===== config.mk =====
export PLATFORM = sky130hd
export DESIGN_NAME = eoc_tohost_unit
export DESIGN_NICKNAME = d
export VERILOG_FILES = /design/src/rtl/eoc_pkg.sv /design/src/rtl/eoc_runtime_counter.sv /design/src/rtl/eoc_tohost_unit.sv
export SDC_FILE = /design/constraint.sdc
export NUM_CORES = 1
export LEC_CHECK = 0
export BUFFER_PORTS_ARGS = -buffer_cell sky130_fd_sc_hd__buf_2
export CAP_MARGIN = 40
export CORE_MARGIN = 4
export CORE_UTILIZATION = 30
export CTS_CLUSTER_SIZE = 8
export DETAILED_ROUTE_END_ITERATION = 8
export PLACE_DENSITY = 0.51
export SKIP_LAST_GASP = 1
export SLEW_MARGIN = 40
export SYNTH_ARGS = -nofsm -noshare
export SYNTH_HDL_FRONTEND = slang
export SYNTH_SLANG_ARGS = --single-unit

===== constraint.sdc =====
create_clock -name clk_i -period 4.67 [get_ports clk_i]
set_input_delay 0.7005 -clock clk_i [delete_from_list [all_inputs] [get_ports clk_i]]
set_output_delay 0.7005 -clock clk_i [all_outputs]
set_load 0.1 [all_outputs]

===== src/rtl/eoc_pkg.sv =====
// Shared register map and runtime-FSM state type for the end-of-core tohost unit.
package eoc_pkg;

  localparam logic [7:0] OFF_EXIT      = 8'h00;
  localparam logic [7:0] OFF_SIG_BEGIN = 8'h08;
  localparam logic [7:0] OFF_SIG_END   = 8'h10;
  localparam logic [7:0] OFF_RT_CTRL   = 8'h18;
  localparam logic [7:0] OFF_RUNTIME   = 8'h20;
  localparam logic [7:0] OFF_LIMIT     = 8'h28;

  typedef enum logic [1:0] {
    RT_IDLE    = 2'd0,
    RT_RUNNING = 2'd1,
    RT_DONE    = 2'd2
  } rt_state_e;

  // Replace only the bytes of old_word whose enable bit is set.
  function automatic logic [63:0] byte_merge(input logic [63:0] old_word,
                                             input logic [63:0] new_word,
                                             input logic [7:0]  be);
    logic [63:0] res;
    res = old_word;
    for (int b = 0; b < 8; b++) begin
      if (be[b]) res[b*8 +: 8] = new_word[b*8 +: 8];
    end
    return res;
  endfunction

endpackage


===== src/rtl/eoc_runtime_counter.sv =====
// Runtime measurement FSM (IDLE/RUNNING/DONE) with a saturating 64-bit cycle counter.
module eoc_runtime_counter
  import eoc_pkg::*;
(
  input  logic        clk,
  input  logic        rst_n,
  input  logic        start,
  input  logic        stop_ctrl,
  input  logic        exit_stop,
  output rt_state_e   state,
  output logic [63:0] count,
  output logic        done
);

  rt_state_e   state_q, state_d;
  logic [63:0] count_q;
  logic        done_q;
  logic        stop;

  assign stop = stop_ctrl | exit_stop;

  always_comb begin
    state_d = state_q;
    if (start) begin
      state_d = RT_RUNNING;
    end else if (state_q == RT_RUNNING && stop) begin
      state_d = RT_DONE;
    end
  end

  always_ff @(posedge clk or negedge rst_n) begin
    if (!rst_n) begin
      state_q <= RT_IDLE;
      done_q  <= 1'b0;
    end else begin
      state_q <= state_d;
      done_q  <= (state_d == RT_DONE);
    end
  end

  // The stop cycle itself is not counted; a restart always wins over counting.
  always_ff @(posedge clk or negedge rst_n) begin
    if (!rst_n) begin
      count_q <= '0;
    end else if (start) begin
      count_q <= '0;
    end else if (state_q == RT_RUNNING && !stop && count_q != '1) begin
      count_q <= count_q + 64'd1;
    end
  end

  assign state = state_q;
  assign count = count_q;
  assign done  = done_q;

endmodule


===== src/rtl/eoc_tohost_unit.sv =====
// Memory-mapped tohost/signature/runtime register window with a one-cycle response bus.
module eoc_tohost_unit
  import eoc_pkg::*;
#(
  parameter int unsigned AddrWidth = 64,
  parameter logic [63:0] BaseAddr  = 64'hD000_0000
) (
  input  logic                 clk_i,
  input  logic                 rst_ni,
  input  logic                 req_i,
  input  logic                 we_i,
  input  logic [AddrWidth-1:0] addr_i,
  input  logic [63:0]          wdata_i,
  input  logic [7:0]           be_i,
  output logic                 gnt_o,
  output logic                 rvalid_o,
  output logic [63:0]          rdata_o,
  output logic                 err_o,
  output logic [63:0]          exit_o,
  output logic [63:0]          sig_begin_o,
  output logic [63:0]          sig_end_o,
  output logic [63:0]          runtime_o,
  output logic                 runtime_valid_o
);

  localparam logic [AddrWidth-1:0] BASE  = AddrWidth'(BaseAddr);
  localparam logic [AddrWidth-1:0] LIMIT = AddrWidth'(OFF_LIMIT);

  logic [AddrWidth-1:0] offset;
  logic [7:0]           off8;
  logic                 acc_err;
  logic                 wr_ok;
  logic                 sel_exit, sel_sig_begin, sel_sig_end, sel_rt_ctrl;
  logic [63:0]          rd_data;

  logic [63:0] exit_q, sig_begin_q, sig_end_q;

  rt_state_e   rt_state;
  logic [63:0] rt_count;
  logic        rt_done;
  logic        rt_start, rt_stop_ctrl, rt_exit_stop;

  logic        vld_p1;
  logic        err_p1;
  logic [63:0] rdata_p1;

  assign gnt_o = req_i;

  // Addresses below the base wrap to a huge offset and fall out of range.
  assign offset  = addr_i - BASE;
  assign off8    = offset[7:0];
  assign acc_err = (offset >= LIMIT) || (addr_i[2:0] != 3'b000) ||
                   (we_i && off8 == OFF_RUNTIME);
  assign wr_ok   = req_i && we_i && !acc_err;

  assign sel_exit      = (off8 == OFF_EXIT);
  assign sel_sig_begin = (off8 == OFF_SIG_BEGIN);
  assign sel_sig_end   = (off8 == OFF_SIG_END);
  assign sel_rt_ctrl   = (off8 == OFF_RT_CTRL);

  assign rt_start     = wr_ok && sel_rt_ctrl && be_i[0] &&  wdata_i[0];
  assign rt_stop_ctrl = wr_ok && sel_rt_ctrl && be_i[0] && !wdata_i[0];
  assign rt_exit_stop = wr_ok && sel_exit && !exit_q[0] && be_i[0] && wdata_i[0];

  always_ff @(posedge clk_i or negedge rst_ni) begin
    if (!rst_ni) begin
      exit_q      <= '0;
      sig_begin_q <= '0;
      sig_end_q   <= '0;
    end else if (wr_ok) begin
      if (sel_exit && !exit_q[0]) exit_q      <= byte_merge(exit_q, wdata_i, be_i);
      if (sel_sig_begin)          sig_begin_q <= byte_merge(sig_begin_q, wdata_i, be_i);
      if (sel_sig_end)            sig_end_q   <= byte_merge(sig_end_q, wdata_i, be_i);
    end
  end

  eoc_runtime_counter u_runtime (
    .clk       (clk_i),
    .rst_n     (rst_ni),
    .start     (rt_start),
    .stop_ctrl (rt_stop_ctrl),
    .exit_stop (rt_exit_stop),
    .state     (rt_state),
    .count     (rt_count),
    .done      (rt_done)
  );

  always_comb begin
    rd_data = '0;
    case (off8)
      OFF_EXIT:      rd_data = exit_q;
      OFF_SIG_BEGIN: rd_data = sig_begin_q;
      OFF_SIG_END:   rd_data = sig_end_q;
      OFF_RT_CTRL:   rd_data = {62'b0, rt_state == RT_DONE, rt_state == RT_RUNNING};
      OFF_RUNTIME:   rd_data = rt_count;
      default:       rd_data = '0;
    endcase
  end

  // p0 -> p1: response registered one cycle after the grant
  always_ff @(posedge clk_i or negedge rst_ni) begin
    if (!rst_ni) begin
      vld_p1   <= 1'b0;
      err_p1   <= 1'b0;
      rdata_p1 <= '0;
    end else begin
      vld_p1   <= req_i;
      err_p1   <= req_i && acc_err;
      rdata_p1 <= (req_i && !we_i && !acc_err) ? rd_data : 64'd0;
    end
  end

  assign rvalid_o        = vld_p1;
  assign err_o           = err_p1;
  assign rdata_o         = rdata_p1;
  assign exit_o          = exit_q;
  assign sig_begin_o     = sig_begin_q;
  assign sig_end_o       = sig_end_q;
  assign runtime_o       = rt_count;
  assign runtime_valid_o = rt_done;

endmodule


==> flow_metrics.env, run 1 <==
export IMPL_cts_hold_buf=0
export IMPL_ys_warn_count=0
export IMPL_antenna_found_initial=4
export IMPL_io_buffers=463
export IMPL_cts_htree_levels=2
export IMPL_ys_types=60
export IMPL_rr_startpoint="u_runtime.count[0]$_DFFE_PN0P_"
export IMPL_seqPwrFrac_pct=45.9
export IMPL_endpoint="u_runtime.count[59]$_DFFE_PN0P_"
export IMPL_vias=12500
export IMPL_grt_usage_pct=19.3
export IMPL_dieArea_sq_um=52800
export IMPL_synth_top_cells_by_count="dfrtp_1, mux2_2, nand2_1, nor2_1, a222oi_1"
export IMPL_top_usage_layer="met2"
export IMPL_gr_total_overflow=0
export IMPL_peakVddDrop_mv=0.281
export IMPL_cap_violations=0
export IMPL_ys_seq_area_share_pct=55.1
export IMPL_synthMostInstantiatedCell="dfrtp_1"
export IMPL_hold_viol_final=0
export IMPL_required_ns=5.14
export IMPL_grt_max_degree=79
export IMPL_ant_nets=0
export IMPL_clkPwrFrac_pct=50.8
export IMPL_nets=1848
export IMPL_cts_max_path_buffers=3
export IMPL_routabilityCongestion=0.821
export IMPL_dp_hpwl_um=37000
export IMPL_multi_input_area_sq_um=6330
export IMPL_path_clk_slew_ns=0.05
export IMPL_fin_skew_ns=0.0197
export IMPL_setup_viol=0
export IMPL_ys_seq_elements=325
export IMPL_via_per_inst=5.26
export IMPL_met1_usage_pct=25.4
export IMPL_fill_cells=4706
export IMPL_post_cts_buffers=0
export IMPL_totalNegativeSetupSlack_ns=0
export IMPL_dr_pass1_iters=8
export IMPL_critPathLaunchType="flip-flop"
export IMPL_die_x_um=230
export IMPL_numClockSinks=325
export IMPL_critPathKind="reg -> reg"
export IMPL_fin_util_pct=40.1
export IMPL_grt_pass1_vias=12700
export IMPL_slew_headroom_pct=47.9
export IMPL_swShare_pct=21.5
export IMPL_start_util_pct=30.6
export IMPL_die_h_um=230
export IMPL_syn_area_sq_um=14700
export IMPL_min_period_ns=3.82
export IMPL_power_leakage_nw=9.53
export IMPL_io_pins=464
export IMPL_max_freq_mhz=262
export IMPL_grt_first_pass_wirelength_um=80200
export IMPL_wl_um=53000
export IMPL_syn_area_per_cell_sq_um=12.0
export IMPL_remaining_drc_errors=0
export IMPL_clk_latency_ns=0.56
export IMPL_p_switching_mw=1.32
export IMPL_numCtsBuffers=47
export IMPL_rsz0062_at_grt="false"
export IMPL_synthFlopType="dfrtp_1"
export IMPL_first_iter_violations=991
export IMPL_powerDensity_nw_per_um2=319
export IMPL_ctsRootBufferMaster="clkbuf_16"
export IMPL_r2r_end="u_runtime.count[59]$_DFFE_PN0P_"
export IMPL_cts_resized=0
export IMPL_synth_area_top_cells="dfrtp_1, mux2_2, a222oi_1"
export IMPL_row_count=80
export IMPL_synth_edf_count=0
export IMPL_yosysTopAreaCell="dfrtp_1"
export IMPL_drive_gt1_share_pct=46.7
export IMPL_period_share_pct=81.8
export IMPL_worst_pin_slew_ns=0.782
export IMPL_cts_tree="done"
export IMPL_wl_per_cell_um=22.4
export IMPL_reg2reg_depth=9
export IMPL_crit_fanout=11
export IMPL_met3_usage_pct=4.38
export IMPL_cp_data_arrival_time_ns=4.29
export IMPL_hp_class="in -> async"
export IMPL_synth_top_area_share_pct=55.1
export IMPL_synth_async_reset_ratio_pct=100
export IMPL_slew_viol_final=0
export IMPL_regArea_sq_um=8130
export IMPL_syn_inst=1233
export IMPL_end_kind="flip-flop"
export IMPL_internal_power_mw=4.83
export IMPL_outcome="completed"
export IMPL_synthesis_nets=1374
export IMPL_r2r_slack_ns=0.85
export IMPL_cp_startpoint="u_runtime.count[0]$_DFFE_PN0P_"
export IMPL_use_met2_pct=31.9
export IMPL_area_delta_synth_final_pct=30.8
export IMPL_core_sq_um=48100
export IMPL_comb_power_share_pct=3.3
## power groups by stage
stage | Clock (mW) | Combinational, mW | Sequential, mW
2_1_floorplan | 0 | 0.0341 | 2.88
3_3_place_gp | 0 | 0.203 | 2.87
3_5_place_dp | 0 | 0.208 | 2.87
4_1_cts | 3.21 | 0.208 | 2.82
5_1_grt | 3.31 | 0.228 | 2.82
6_report | 3.13 | 0.204 | 2.82
## state kept, by name (all words and copies together) (netlist names)
name	count
err_o	1
exit_o	64
rdata_o	64
rvalid_o	1
sig_begin_o	64
sig_end_o	64
u_runtime.count	64
u_runtime.done	1
u_runtime.state	2
## critical path, cell delays in order (launching register included)
cell,delay (ns)
dfrtp_1,0.46
and3_1,0.23
nand4_1,0.39
nor3_1,0.58
o311ai_2,0.18
buf_4,0.22
or3_1,0.52
or4_1,0.62
or3_1,0.35
a21oi_1,0.15
## how the worst min path moves through the flow
stage | startpoint | to | slack (ns) | depth (start not counted)
after detailed placement | sig_begin_o[53]$_DFFE_PN0P_ | sig_begin_o[53]$_DFFE_PN0P_ | 0.51 | 1
after global placement | sig_begin_o[50]$_DFFE_PN0P_ | sig_begin_o[50]$_DFFE_PN0P_ | 0.50 | 1
after CTS | rst_ni | rdata_o[0]$_DFF_PN0_ | 0.05 | 1
after floorplan | rst_ni | err_o$_DFF_PN0_ | 0.40 | 0
after global routing | rst_ni | u_runtime.state[0]$_DFF_PN0_ | 0.08 | 1
final | rst_ni | exit_o[0]$_DFFE_PN0P_ | 0.08 | 1
## cell usage in the layout, fill, tap and decap left out, types with 6 or more instances in the layout
cell / Yosys / routed
buf_2: 12 / 462
dfrtp_1: 325 / 325
mux2_2: 172 / 172
nand2_1: 116 / 116
nor2_1: 70 / 68
a222oi_1: 64 / 64
a21oi_2: 60 / 60
clkbuf_16: 0 / 49
xnor2_1: 46 / 46
nor4_1: 35 / 34
nor3_1: 35 / 33
nand3_1: 30 / 30
nand4_1: 24 / 24
buf_4: 2 / 21
mux2_1: 19 / 19
and3_1: 18 / 18
inv_1: 14 / 14
or3_1: 14 / 14
a21oi_1: 14 / 14
o21ai_0: 13 / 13
nor3b_1: 9 / 8
and4_1: 6 / 6
nor4b_1: 6 / 6
and2_1: 7 / 6
buf_12: 0 / 6
## final cells by class
| cell class | instances | share of cell area (%) |
|---|---|---|
| inverters | 14 | 0.272 |
| flip-flops and latches | 325 | 42.2 |
| clock buffers | 52 | 6.41 |
| repair buffers | 493 | 13.8 |
| diodes | 2 | 0.0259 |
| clock inverters | 2 | 0.311 |
| multi-input cells | 826 | 32.8 |
| well taps | 656 | 4.25 |
## metal layers
| layer | share of wire, % | routed length [um] | up-vias |
|---|---|---|---|
| met5 | 0.032 | 17 | - |
| met4 | 2.3 | 1210 | 4 |
| met3 | 7.2 | 3840 | 72 |
| met2 | 48 | 25700 | 492 |
| met1 | 42 | 22300 | 6361 |
| li1 | - | - | 5544 |
## metrics by stage
stage	area [sq um]	instances	hold slack, ns	worst slack (ns)	power (mW)
2_1_floorplan	14700	1233	0.405	0.795	2.91
3_3_place_gp	17900	2313	0.502	0.419	3.07
3_5_place_dp	18000	2314	0.507	0.343	3.08
4_1_cts	19300	2368	0.0542	0.697	6.24
5_1_grt	19300	2369	0.0797	0.612	6.36
6_report	19300	2370	0.0753	0.851	6.15
## cell families after synthesis
kind of cell    after synthesis  share of synthesized area [%]
compound gates              183                           10.7
xor+xnor                     48                           2.85
fa+ha+maj                     1                         0.0848
buf+inv                      82                           2.54
flops                       325                           55.1
mux                         193                           14.7
simple gates                401                           14.0
(Power assumes the default switching activity.)
==> inputs of run 2 (changes only) <==
==> constraint.sdc (replaced) <==
create_clock -name clk_i -period 3.6 [get_ports clk_i]
set_input_delay 0.54 -clock clk_i [delete_from_list [all_inputs] [get_ports clk_i]]
set_output_delay 0.54 -clock clk_i [all_outputs]
set_load 0.1 [all_outputs]
==> flow_metrics.env, run 2 (synthesis gave the netlist of run 1 again) <==
export IMPL_fin_util_pct=41.9
export IMPL_dp_hpwl_um=38300
export IMPL_hold_viol_final=0
export IMPL_numClockSinks=325
export IMPL_hold_depth=2
export IMPL_dieArea_sq_um=52800
export IMPL_reg2reg_depth=9
export IMPL_cts_resized=0
export IMPL_power_mw=7.94
export IMPL_drive_gt1_share_pct=49.6
export IMPL_design_area_sq_um=20200
export IMPL_path_delay_family="simple AND/OR/NAND/NOR gates"
export IMPL_die_h_um=230
export IMPL_crit_fanout=33
export IMPL_cp_data_arrival_time_ns=3.89
export IMPL_rsz0062_at_grt="false"
export IMPL_final_cell_mix="buf_2, dfrtp_1, mux2_2, nand2_1, buf_4"
export IMPL_numCtsBuffers=47
export IMPL_peakVddDrop_mv=0.282
export IMPL_critPathLaunchType="primary input"
export IMPL_hp_class="in -> reg"
export IMPL_layoutNonFillerInstCount=2462
export IMPL_max_stage_delay_ns=0.55
export IMPL_ant_nets=0
export IMPL_post_dp_cell_area_sq_um=18800
export IMPL_io_pins=464
export IMPL_fin_skew_ns=0.0277
export IMPL_gr_total_overflow=0
export IMPL_regArea_sq_um=8140
export IMPL_core_sq_um=48100
export IMPL_power_leakage_nw=10.0
export IMPL_crit_chain="buf_2, or4_4, or3_4, o31a_1, o31a_1, or2_4, or4_1, or4b_4, buf_12, a21oi_2"
export IMPL_crit_buf_inv=2
export IMPL_die_x_um=230
export IMPL_period_share_pct=94.3
export IMPL_multi_input_area_sq_um=6330
export IMPL_fin_ws_ns=0.206
export IMPL_powerDensity_nw_per_um2=393
export IMPL_dr_pass1_iters=6
export IMPL_start_util_pct=30.6
export IMPL_first_iter_violations=850
export IMPL_end_kind="flip-flop"
export IMPL_critical_path_most_common_cell="o31a_1"
export IMPL_cp_depth=10
export IMPL_cts_tree="done"
export IMPL_min_period_ns=3.39
export IMPL_nets=1935
export IMPL_final_common_cell="buf_2"
export IMPL_cts_htree_levels=2
export IMPL_grt_usage_pct=19.8
export IMPL_cts_max_path_buffers=3
export IMPL_via_per_inst=5.14
export IMPL_area_delta_synth_final_pct=36.8
export IMPL_slew_headroom_pct=52.7
export IMPL_routabilityCongestion=0.867
export IMPL_path_clk_slew_ns=0.05
export IMPL_cap_violations=0
export IMPL_max_freq_mhz=295
export IMPL_required_ns=4.10
export IMPL_outcome="completed"
export IMPL_setup_viol=0
export IMPL_grt_max_degree=94
export IMPL_vias=12600
export IMPL_wl_per_cell_um=21.9
export IMPL_critPathKind="in -> reg"
export IMPL_antenna_found_initial=6
export IMPL_worst_pin_slew_ns=0.709
export IMPL_slew_viol_final=0
export IMPL_grt_pass1_vias=13400
export IMPL_io_buffers=463
export IMPL_placed_cells=2399
export IMPL_clk_latency_ns=0.57
export IMPL_row_count=80
export IMPL_remaining_drc_errors=0
export IMPL_wl_um=53800
export IMPL_cp_slowest_cell="or4b_4"
export IMPL_dp_slack_ns=-0.306
export IMPL_ctsRootBufferMaster="clkbuf_16"
export IMPL_grt_first_pass_wirelength_um=82300
export IMPL_fill_cells=4669
run 2: power breakdown:
part | internal (mW) | total [mW] | switching (mW) | leakage [nW]
clock network | 2.45 | 3.99 | 1.55 | 0.634
registers | 3.66 | 3.66 | 0.000200 | 4.41
logic | 0.0983 | 0.281 | 0.182 | 4.99
run 2: layout make-up:
class | instances | share of cell area [%]
clock buffer | 54 | 6.11
timing repair buffer | 580 | 17.5
clock inverter | 4 | 0.298
antenna | 3 | 0.0372
inverter | 14 | 0.260
sequential | 325 | 40.3
multi-input combinational | 826 | 31.4
tap | 656 | 4.07
run 2: final timing paths:
| check | slack [ns] | startpoint | endpoint |
|---|---|---|---|
| max | 0.21 | addr_i[39] | rdata_o[32]$_DFF_PN0_ |
| min | 0.23 | wdata_i[16] | exit_o[16]$_DFFE_PN0P_ |
| max reg2reg | 0.37 | u_runtime.count[20]$_DFFE_PN0P_ | u_runtime.count[48]$_DFFE_PN0P_ |
| min reg2reg | 0.52 | sig_end_o[54]$_DFFE_PN0P_ | sig_end_o[54]$_DFFE_PN0P_ |
| max in group asynchronous | 2.01 | rst_ni | rdata_o[15]$_DFF_PN0_ |
| min in group asynchronous | 0.47 | rst_ni | sig_begin_o[56]$_DFFE_PN0P_ |
run 2: metal layers:
layer,global-route usage (%),up-vias,wire length [um]
met4,4.57,6,811
met3,4.46,68,3740
met2,34.4,442,26900
met1,25.3,6405,22400
li1,-,5722,-
met5,0,-,34
run 2: timing repair:
item                      CTS  global route
setup buffers               0             0
hold endpoints to repair    0            40
hold buffers                0             1
run 2: stage by stage:
| stage | setup TNS [ns] | hold slack [ns] |
|---|---|---|
| 5_1_grt | 0 | 0.209 |
| 4_1_cts | 0 | 0.0398 |
| 3_3_place_gp | -48.64 | 0.498 |
| 2_1_floorplan | -4.27 | 0.244 |
| 3_5_place_dp | -56.36 | 0.505 |
| 6_report | 0 | 0.228 |
==> inputs of run 3 (changes only) <==
==> constraint.sdc (replaced) <==
create_clock -name clk_i -period 4.4 [get_ports clk_i]
set_input_delay 0.66 -clock clk_i [delete_from_list [all_inputs] [get_ports clk_i]]
set_output_delay 0.66 -clock clk_i [all_outputs]
set_load 0.1 [all_outputs]
==> flow_metrics.env, run 3 (synthesis gave the netlist of run 1 again) <==
export IMPL_period_share_pct=90.0
export IMPL_fill_cells=4749
export IMPL_antenna_found_initial=4
export IMPL_routabilityCongestion=0.856
export IMPL_grt_usage_pct=19.5
export IMPL_cp_data_arrival_time_ns=4.40
export IMPL_outcome="completed"
export IMPL_power_leakage_nw=9.54
export IMPL_hp_class="in -> reg"
export IMPL_ctsRootBufferMaster="clkbuf_16"
export IMPL_cp_startpoint="u_runtime.count[6]$_DFFE_PN0P_"
export IMPL_dp_slack_ns=0.176
export IMPL_vias=12500
export IMPL_area_delta_synth_final_pct=30.7
export IMPL_ant_nets=0
export IMPL_fin_ws_ns=0.439
export IMPL_path_clk_slew_ns=0.05
export IMPL_cts_htree_levels=2
export IMPL_nets=1851
export IMPL_worst_pin_slew_ns=0.855
export IMPL_final_common_cell="buf_2"
export IMPL_drive_gt1_share_pct=46.8
export IMPL_crit_fanout=10
export IMPL_die_h_um=230
export IMPL_hold_viol_final=0
export IMPL_min_delay_start="wdata_i[3]"
export IMPL_min_period_ns=3.96
export IMPL_rsz0062_at_grt="false"
export IMPL_cts_resized=0
export IMPL_critPathKind="reg -> reg"
export IMPL_remaining_drc_errors=0
export IMPL_die_x_um=230
export IMPL_final_cell_mix="buf_2, dfrtp_1, mux2_2, nand2_1, nor2_1"
export IMPL_powerDensity_nw_per_um2=334
export IMPL_rr_startpoint="u_runtime.count[6]$_DFFE_PN0P_"
export IMPL_numCtsBuffers=47
export IMPL_max_freq_mhz=252
export IMPL_fin_skew_ns=0.0376
export IMPL_critPathLaunchType="flip-flop"
export IMPL_first_iter_violations=695
export IMPL_wl_per_cell_um=22.4
export IMPL_numClockSinks=325
export IMPL_dp_hpwl_um=37900
export IMPL_peakVddDrop_mv=0.271
export IMPL_row_count=80
export IMPL_required_ns=4.84
export IMPL_slew_headroom_pct=42.4
export IMPL_core_sq_um=48100
export IMPL_cts_max_path_buffers=3
export IMPL_io_pins=464
export IMPL_end_kind="flip-flop"
export IMPL_dr_pass1_iters=9
export IMPL_fin_util_pct=40.0
export IMPL_gr_total_overflow=0
export IMPL_io_buffers=463
export IMPL_grt_first_pass_wirelength_um=81100
export IMPL_grt_pass1_vias=13000
export IMPL_grt_max_degree=71
export IMPL_cap_violations=0
export IMPL_slew_viol_final=0
export IMPL_totalNegativeSetupSlack_ns=0
export IMPL_setup_viol=0
export IMPL_wl_um=53300
export IMPL_clk_latency_ns=0.57
export IMPL_via_per_inst=5.27
export IMPL_cts_tree="done"
export IMPL_dieArea_sq_um=52800
export IMPL_start_util_pct=30.6
-- run 3: repair_timing --
action	CTS	global route
hold buffers	1	0
hold endpoints to repair	41	0
setup endpoints to repair	0	0
buffers inserted	0	0
-- run 3: where the power goes --
group	total, mW	internal (mW)	switching, mW
clock	3.21	1.95	1.27
combinational	0.218	0.0706	0.148
sequential	3.00	3.00	0.000375
total	6.43	5.01	1.41
-- run 3: path summary, 6_finish.rpt --
path | slack (ns) | end | cells after the start
min | 0.34 | sig_begin_o[3]$_DFFE_PN0P_ | 2
max reg2reg | 0.44 | u_runtime.count[62]$_DFFE_PN0P_ | 8
max in group asynchronous | 2.69 | sig_end_o[9]$_DFFE_PN0P_ | 4
min reg2reg | 0.52 | sig_begin_o[50]$_DFFE_PN0P_ | 1
max | 0.44 | u_runtime.count[62]$_DFFE_PN0P_ | 8
min in group asynchronous | 0.59 | err_o$_DFF_PN0_ | 2
-- run 3: layout make-up --
cell class	instances	area (sq um)	share of cell area, %
flip-flops and latches	325	8130	42.2
diodes	4	10.0	0.0519
multi-input cells	826	6310	32.8
inverters	14	52.6	0.273
well taps	656	821	4.26
clock inverters	4	35.0	0.182
clock buffers	51	1230	6.39
repair buffers	496	2680	13.9
-- run 3: routing by layer --
layer	up-vias	wire length [um]	GRT usage (%)	share of wire, %
li1	5549	-	-	-
met3	78	3880	4.78	7.3
met1	6397	21800	24.8	41
met4	2	1200	5.63	2.3
met2	490	26300	33.3	49
met5	-	12	0	0.023
-- run 3: through the flow --
step | power (mW) | hold slack [ns] | area, sq um | instances
3_5_place_dp | 3.27 | 0.511 | 18000 | 2316
6_report | 6.43 | 0.341 | 19300 | 2376
4_1_cts | 6.53 | 0.311 | 19300 | 2372
5_1_grt | 6.68 | 0.332 | 19300 | 2374
2_1_floorplan | 3.09 | 0.364 | 14700 | 1233
3_3_place_gp | 3.26 | 0.502 | 18000 | 2315
-- run 3: worst max-delay path, stage by stage (launching register included) --
cell,delay [ns]
dfrtp_1,0.47
and4_1,0.38
nand4_1,0.20
nor3_1,0.46
nand2b_1,0.44
or3b_2,0.71
nor4_1,0.75
a211oi_1,0.19
a31o_2,0.25
